<file path="src/rtl/serial_subtractor_pkg.sv">
// Shared definitions for the bit-serial subtractor: FSM encoding and
// the sizing rule for the bit counter.
package serial_subtractor_pkg;

    typedef enum logic [1:0] {
        ST_IDLE = 2'd0,
        ST_RUN  = 2'd1,
        ST_DONE = 2'd2
    } state_t;

    // Counter width: enough bits to reach WIDTH-1, but never zero bits.
    function automatic int cnt_width(input int width);
        return (width < 2) ? 1 : $clog2(width);
    endfunction

endpackage

</file>
<file path="src/rtl/serial_subtractor_full_subtractor.sv">
// One-bit full subtractor: x - y - bin, giving difference d and borrow bout.
// Mirror image of the full adder cell; also meant for a ripple subtractor.
module full_subtractor (
    input  logic x,
    input  logic y,
    input  logic bin,
    output logic d,
    output logic bout
);

    // Difference is the three-way parity; a borrow is produced when the
    // minuend bit is smaller than subtrahend plus incoming borrow.
    always_comb begin
        d    = x ^ y ^ bin;
        bout = (~x & y) | (~(x ^ y) & bin);
    end

endmodule

</file>
<file path="src/rtl/serial_subtractor.sv">
// Bit-serial subtractor: computes a - b - borrow_in LSB first, one bit per
// clock, with valid/ready handshakes on the operand and result sides.
module serial_subtractor
    import serial_subtractor_pkg::*;
#(
    parameter int WIDTH = 8
) (
    input  logic             clk,
    input  logic             rst_n,
    input  logic             in_valid,
    output logic             in_ready,
    input  logic [WIDTH-1:0] a,
    input  logic [WIDTH-1:0] b,
    input  logic             borrow_in,
    output logic             out_valid,
    input  logic             out_ready,
    output logic [WIDTH-1:0] diff,
    output logic             borrow_out,
    output logic             zero
);

    localparam int             CNT_W    = cnt_width(WIDTH);
    localparam logic [CNT_W-1:0] CNT_LAST = CNT_W'(WIDTH - 1);

    state_t           state_q, state_d;
    logic [WIDTH-1:0] a_sh_q, a_sh_d;
    logic [WIDTH-1:0] b_sh_q, b_sh_d;
    logic             borrow_q, borrow_d;
    logic [CNT_W-1:0] cnt_q, cnt_d;
    logic [WIDTH-1:0] diff_q, diff_d;
    logic             borrow_out_q, borrow_out_d;
    logic             zero_q, zero_d;

    logic             cell_d;
    logic             cell_bout;
    logic [WIDTH-1:0] diff_shift;

    full_subtractor u_cell (
        .x    (a_sh_q[0]),
        .y    (b_sh_q[0]),
        .bin  (borrow_q),
        .d    (cell_d),
        .bout (cell_bout)
    );

    // New difference bit enters at the MSB; after WIDTH shifts bit 0 of the
    // result has travelled down to diff[0].
    generate
        if (WIDTH == 1) begin : g_shift_w1
            assign diff_shift = cell_d;
        end else begin : g_shift_wn
            assign diff_shift = {cell_d, diff_q[WIDTH-1:1]};
        end
    endgenerate

    // Next-state logic for the whole datapath and the IDLE/RUN/DONE FSM.
    always_comb begin
        state_d      = state_q;
        a_sh_d       = a_sh_q;
        b_sh_d       = b_sh_q;
        borrow_d     = borrow_q;
        cnt_d        = cnt_q;
        diff_d       = diff_q;
        borrow_out_d = borrow_out_q;
        zero_d       = zero_q;
        case (state_q)
            ST_IDLE: begin
                if (in_valid) begin
                    a_sh_d   = a;
                    b_sh_d   = b;
                    borrow_d = borrow_in;
                    diff_d   = '0;
                    cnt_d    = '0;
                    state_d  = ST_RUN;
                end
            end
            ST_RUN: begin
                a_sh_d   = a_sh_q >> 1;
                b_sh_d   = b_sh_q >> 1;
                borrow_d = cell_bout;
                diff_d   = diff_shift;
                if (cnt_q == CNT_LAST) begin
                    // Last bit: latch the final borrow and zero flag together
                    // with the completed difference; counter stays at WIDTH-1.
                    borrow_out_d = cell_bout;
                    zero_d       = (diff_shift == '0);
                    state_d      = ST_DONE;
                end else begin
                    cnt_d = cnt_q + CNT_W'(1);
                end
            end
            ST_DONE: begin
                if (out_ready) begin
                    state_d = ST_IDLE;
                end
            end
            default: begin
                state_d = ST_IDLE;
            end
        endcase
    end

    // State registers; reset aborts any operation in flight.
    always_ff @(posedge clk or negedge rst_n) begin
        if (!rst_n) begin
            state_q      <= ST_IDLE;
            a_sh_q       <= '0;
            b_sh_q       <= '0;
            borrow_q     <= 1'b0;
            cnt_q        <= '0;
            diff_q       <= '0;
            borrow_out_q <= 1'b0;
            zero_q       <= 1'b0;
        end else begin
            state_q      <= state_d;
            a_sh_q       <= a_sh_d;
            b_sh_q       <= b_sh_d;
            borrow_q     <= borrow_d;
            cnt_q        <= cnt_d;
            diff_q       <= diff_d;
            borrow_out_q <= borrow_out_d;
            zero_q       <= zero_d;
        end
    end

    // Handshake flags decode straight from the registered state.
    assign in_ready   = (state_q == ST_IDLE);
    assign out_valid  = (state_q == ST_DONE);
    assign diff       = diff_q;
    assign borrow_out = borrow_out_q;
    assign zero       = zero_q;

endmodule

</file>
<file path="config.mk">
export PLATFORM = sky130hd
export DESIGN_NAME = serial_subtractor
export DESIGN_NICKNAME = d
export VERILOG_FILES = /design/src/rtl/serial_subtractor_pkg.sv /design/src/rtl/serial_subtractor_full_subtractor.sv /design/src/rtl/serial_subtractor.sv
export SDC_FILE = /design/constraint.sdc
export NUM_CORES = 1
export LEC_CHECK = 0
export BUFFER_PORTS_ARGS = -buffer_cell sky130_fd_sc_hd__buf_2
export CORE_MARGIN = 10
export CORE_UTILIZATION = 30
export CTS_CLUSTER_SIZE = 20
export DETAILED_ROUTE_END_ITERATION = 16
export GPL_TIMING_DRIVEN = 0
export PLACE_DENSITY_LB_ADDON = 0.08
export REMOVE_ABC_BUFFERS = 1
export SETUP_SLACK_MARGIN = 0.4
export SYNTH_ARGS = -nofsm -noshare
export SYNTH_HDL_FRONTEND = slang
export SYNTH_HIERARCHICAL = 1
export SYNTH_SLANG_ARGS = --single-unit
</file>
<file path="constraint.sdc">
create_clock -name clk -period 3.5 [get_ports clk]
set_input_delay 0.175 -clock clk [delete_from_list [all_inputs] [get_ports clk]]
set_output_delay 0.175 -clock clk [all_outputs]
set_load 0.02 [all_outputs]
</file>
==> impl_metrics.py <==
metrics = {
    "synth": {
        "synthesis.area_um2": 1495,
        "synth_compound_area_share_pct": 14.14,
        "synth_mux_area_share_pct": 11.55,
        "synth-async-reset-ratio_pct": 100.0,
        "synth-seq-cells": 32,
        "yosysSeqAreaShare_pct": 53.56,
        "syn_area_per_cell_um2": 11.41,
        "ys.flop_type": "dfrtp_1",
        "synth-adder-area-share_pct": 3.013,
        "yosys.area.top_type_share_pct": 53.56,
        "synth_top_cell_by_area": "dfrtp_1",
        "synthCells": 131,
        "synth-simple-area-share_pct": 10.46,
        "synth_most_common_cell": "dfrtp_1",
        "yosys_warnings": 6,
        "synth_edf_count": 0,
        "synth_xor_area_share_pct": 0,
        "ys_top_cells_by_count": "32 x dfrtp_1, 19 x nand2_1, 15 x mux2i_1",
        "yosysUniqueCellTypes": 25,
        "synthTopCellsByArea": "dfrtp_1 54%, mux2i_1 10%, a22o_1 5.9%, nand2_1 4.8%, o21ai_1 4.0%",
        "synth_top_family_by_area": "compound AO/OA/AOI/OAI gates",
    },
    "clock_network": {
        "cts_tree": "built",
        "post_cts_buffers": 0,
        "ctsHoldBuffers": 1,
        "clk_pin_slew_worst_paths_ns": 0.07,
        "cts_buffers": 5,
        "clock_sinks": 32,
        "htreeDepth": 2,
        "root_buffer": "clkbuf_8",
        "clockBufferDepth": 2,
        "cts_resized": 0,
        "clk_latency_ns": 0.28,
    },
    "sta": {
        "worst_pin_slew_ns": 0.7832,
        "finalMaxSlewViolations": 0,
        "finalSetupTns_ns": 0,
        "worst_clock_skew_ns": 0.003355,
        "final.setup.worst_slack_ns": 1.938,
        "hold_viol_final": 0,
        "post-route-period-util_pct": 44.63,
        "relSlewSlack_pct": 47.65,
        "grt_setup_unrepaired": "no",
        "finalSetupViolCount": 0,
        "fmax_mhz": 640.2,
        "fin_crit_ns": 1.562,
    },
    "global_routing": {
        "grt_pass1_vias": 1123,
        "grtUsageTotal_pct": 7.804,
        "grt_max_degree": 39,
        "grt_overflow": 0,
        "antenna_found_initial": 0,
        "grt_pass1_wl_um": 5216,
    },
    "status": {
        "status": "completed",
    },
    "job": {
        "maxCapViolCount": 0,
    },
    "floorplanning": {
        "chipHeight_um": 90.60,
        "die_w_um": 90.60,
        "die-area_um2": 8207,
        "ios": 33,
        "start_util_pct": 31.24,
        "core_area_um2": 4786,
        "rows": 25,
    },
    "setup_path": {
        "worst-setup-path-type": "reg -> reg",
        "critical_path.endpoint_type": "register",
        "critPathRequiredTime_ns": 3.63,
        "worstSetupStartpointType": "register",
        "cp.arrival_ns": 1.69,
        "crit_fanout": 38,
    },
    "finish": {
        "areaGrowthSynthToFinish_pct": 17.66,
        "drive_gt1_share_pct": 26.99,
        "finalNetCount": 186,
        "diodes": 0,
        "nFillCells": 494,
        "fin_area_um2": 1759,
    },
    "route": {
        "antenna_left": 0,
        "viasPerCell": 4.404,
        "drt-initial-drc-count": 36,
        "wl_um": 3017,
        "dr.pass1.iters": 4,
        "drcViolationCount": 0,
        "vias": 1013,
        "route.detailed.wl_per_inst_um": 13.12,
    },
    "pwr": {
        "power_density_nw_per_um2": 925.0,
        "peakVddDrop_uv": 332.3,
        "p_leak_uw": 0.0008636,
    },
    "placed_design": {
        "place_congestion": 0.7519,
        "dpl_worst_slack_ns": 1.471,
        "dpl.hpwl_um": 2190,
        "io_buffers": 32,
        "detailed_place.area_um2": 1649,
    },
    "hold_path": {
        "hold_path.class": "in -> reg",
    },
}
==> cell usage in the layout (no fill, tap or decap) <==
master         Yosys  final
nand2_1           19     19
fa_1               1      1
a22o_1            10     10
nor4_1             2      2
clkinv_2           0      2
clkbuf_8           0      6
dfrtp_1           32     32
nor2b_1            4      4
o21ai_1           12     12
a21oi_1            2      2
o21ai_0            7      7
inv_1              5      5
nand2b_4           1      1
buf_2              2     32
a21o_1             1      1
dlygate4sd3_1      0      1
nor2_1             2      2
nand2b_1           3      3
o21bai_4           0      1
nand3b_1           1      1
mux2i_1           15     15
mux2_2             2      2
ha_1               2      2
==> critical path: stages (launching register included) <==
cell	delay, ns
dfrtp_1	0.51
o21bai_4	0.69
o21ai_0	0.20
==> power by group <==
group          internal (uW)  total [uW]  switching (uW)  leakage [uW]
clock network            157         291             134     0.0000510
logic                    308         680             372      0.000406
registers                537         656             119      0.000406
total                   1000        1630             626      0.000864
==> worst paths after layout <==
| check | startpoint | end | slack, ns | depth (start not counted) |
|---|---|---|---|---|
| worst max-delay path | state_q[0] | a_sh_q[0] | 1.94 | 2 |
| worst min-delay path | out_ready | state_q[1] | 0.09 | 2 |
| worst max register to register | state_q[0] | a_sh_q[0] | 1.94 | 2 |
| worst min register to register | b_sh_q[2] | b_sh_q[2] | 0.48 | 2 |
| max in group asynchronous | rst_n | b_sh_q[3] | 2.55 | 2 |
| min in group asynchronous | rst_n | b_sh_q[2] | 0.49 | 2 |
==> flip-flops by register name (all words and copies together) (netlist names) <==
name,count
diff,8
cnt_q,3
borrow_q,1
borrow_out,1
b_sh_q,8
a_sh_q,8
state_q,2
zero,1
==> area by class of cell <==
cell class	count	area [um2]	share of cell area, %
well taps	67	83.83	4.765
inverters	5	18.77	1.067
multi-input cells	85	593.1	33.71
clock inverters	2	10.01	0.5690
flip-flops and latches	32	800.8	45.52
repair buffers	33	170.2	9.673
clock buffers	6	82.58	4.694
==> kinds of logic after synthesis <==
logic type | after synthesis
AO/OA/AOI/OAI | 33
adder cells (fa/ha/maj) | 3
buffers and inverters | 14
flip-flops | 32
multiplexers | 17
AND/OR/NAND/NOR | 32
==> per-layer routing <==
layer  global-route usage, %  vias up  wire length (um)
li1                        -      514                 -
met5                       0        -                 0
met3                   3.990        2               253
met4                   2.785        0                21
met2                   11.54       27              1310
met1                   9.450      470              1431
==> through the flow <==
stage / total power [uW] / hold WS (ns) / cells / util (%)
5_1_grt: 1780 / 0.09791 / 230 / 36.76
3_5_place_dp: 1357 / 0.2790 / 221 / 34.46
6_report: 1627 / 0.08666 / 230 / 36.76
4_1_cts: 1657 / 0.08289 / 230 / 36.60
2_1_floorplan: 1157 / -0.1206 / 122 / -
3_3_place_gp: 1338 / 0.2693 / 221 / 34.46
Note: power is estimated with default switching activity, not from simulation.
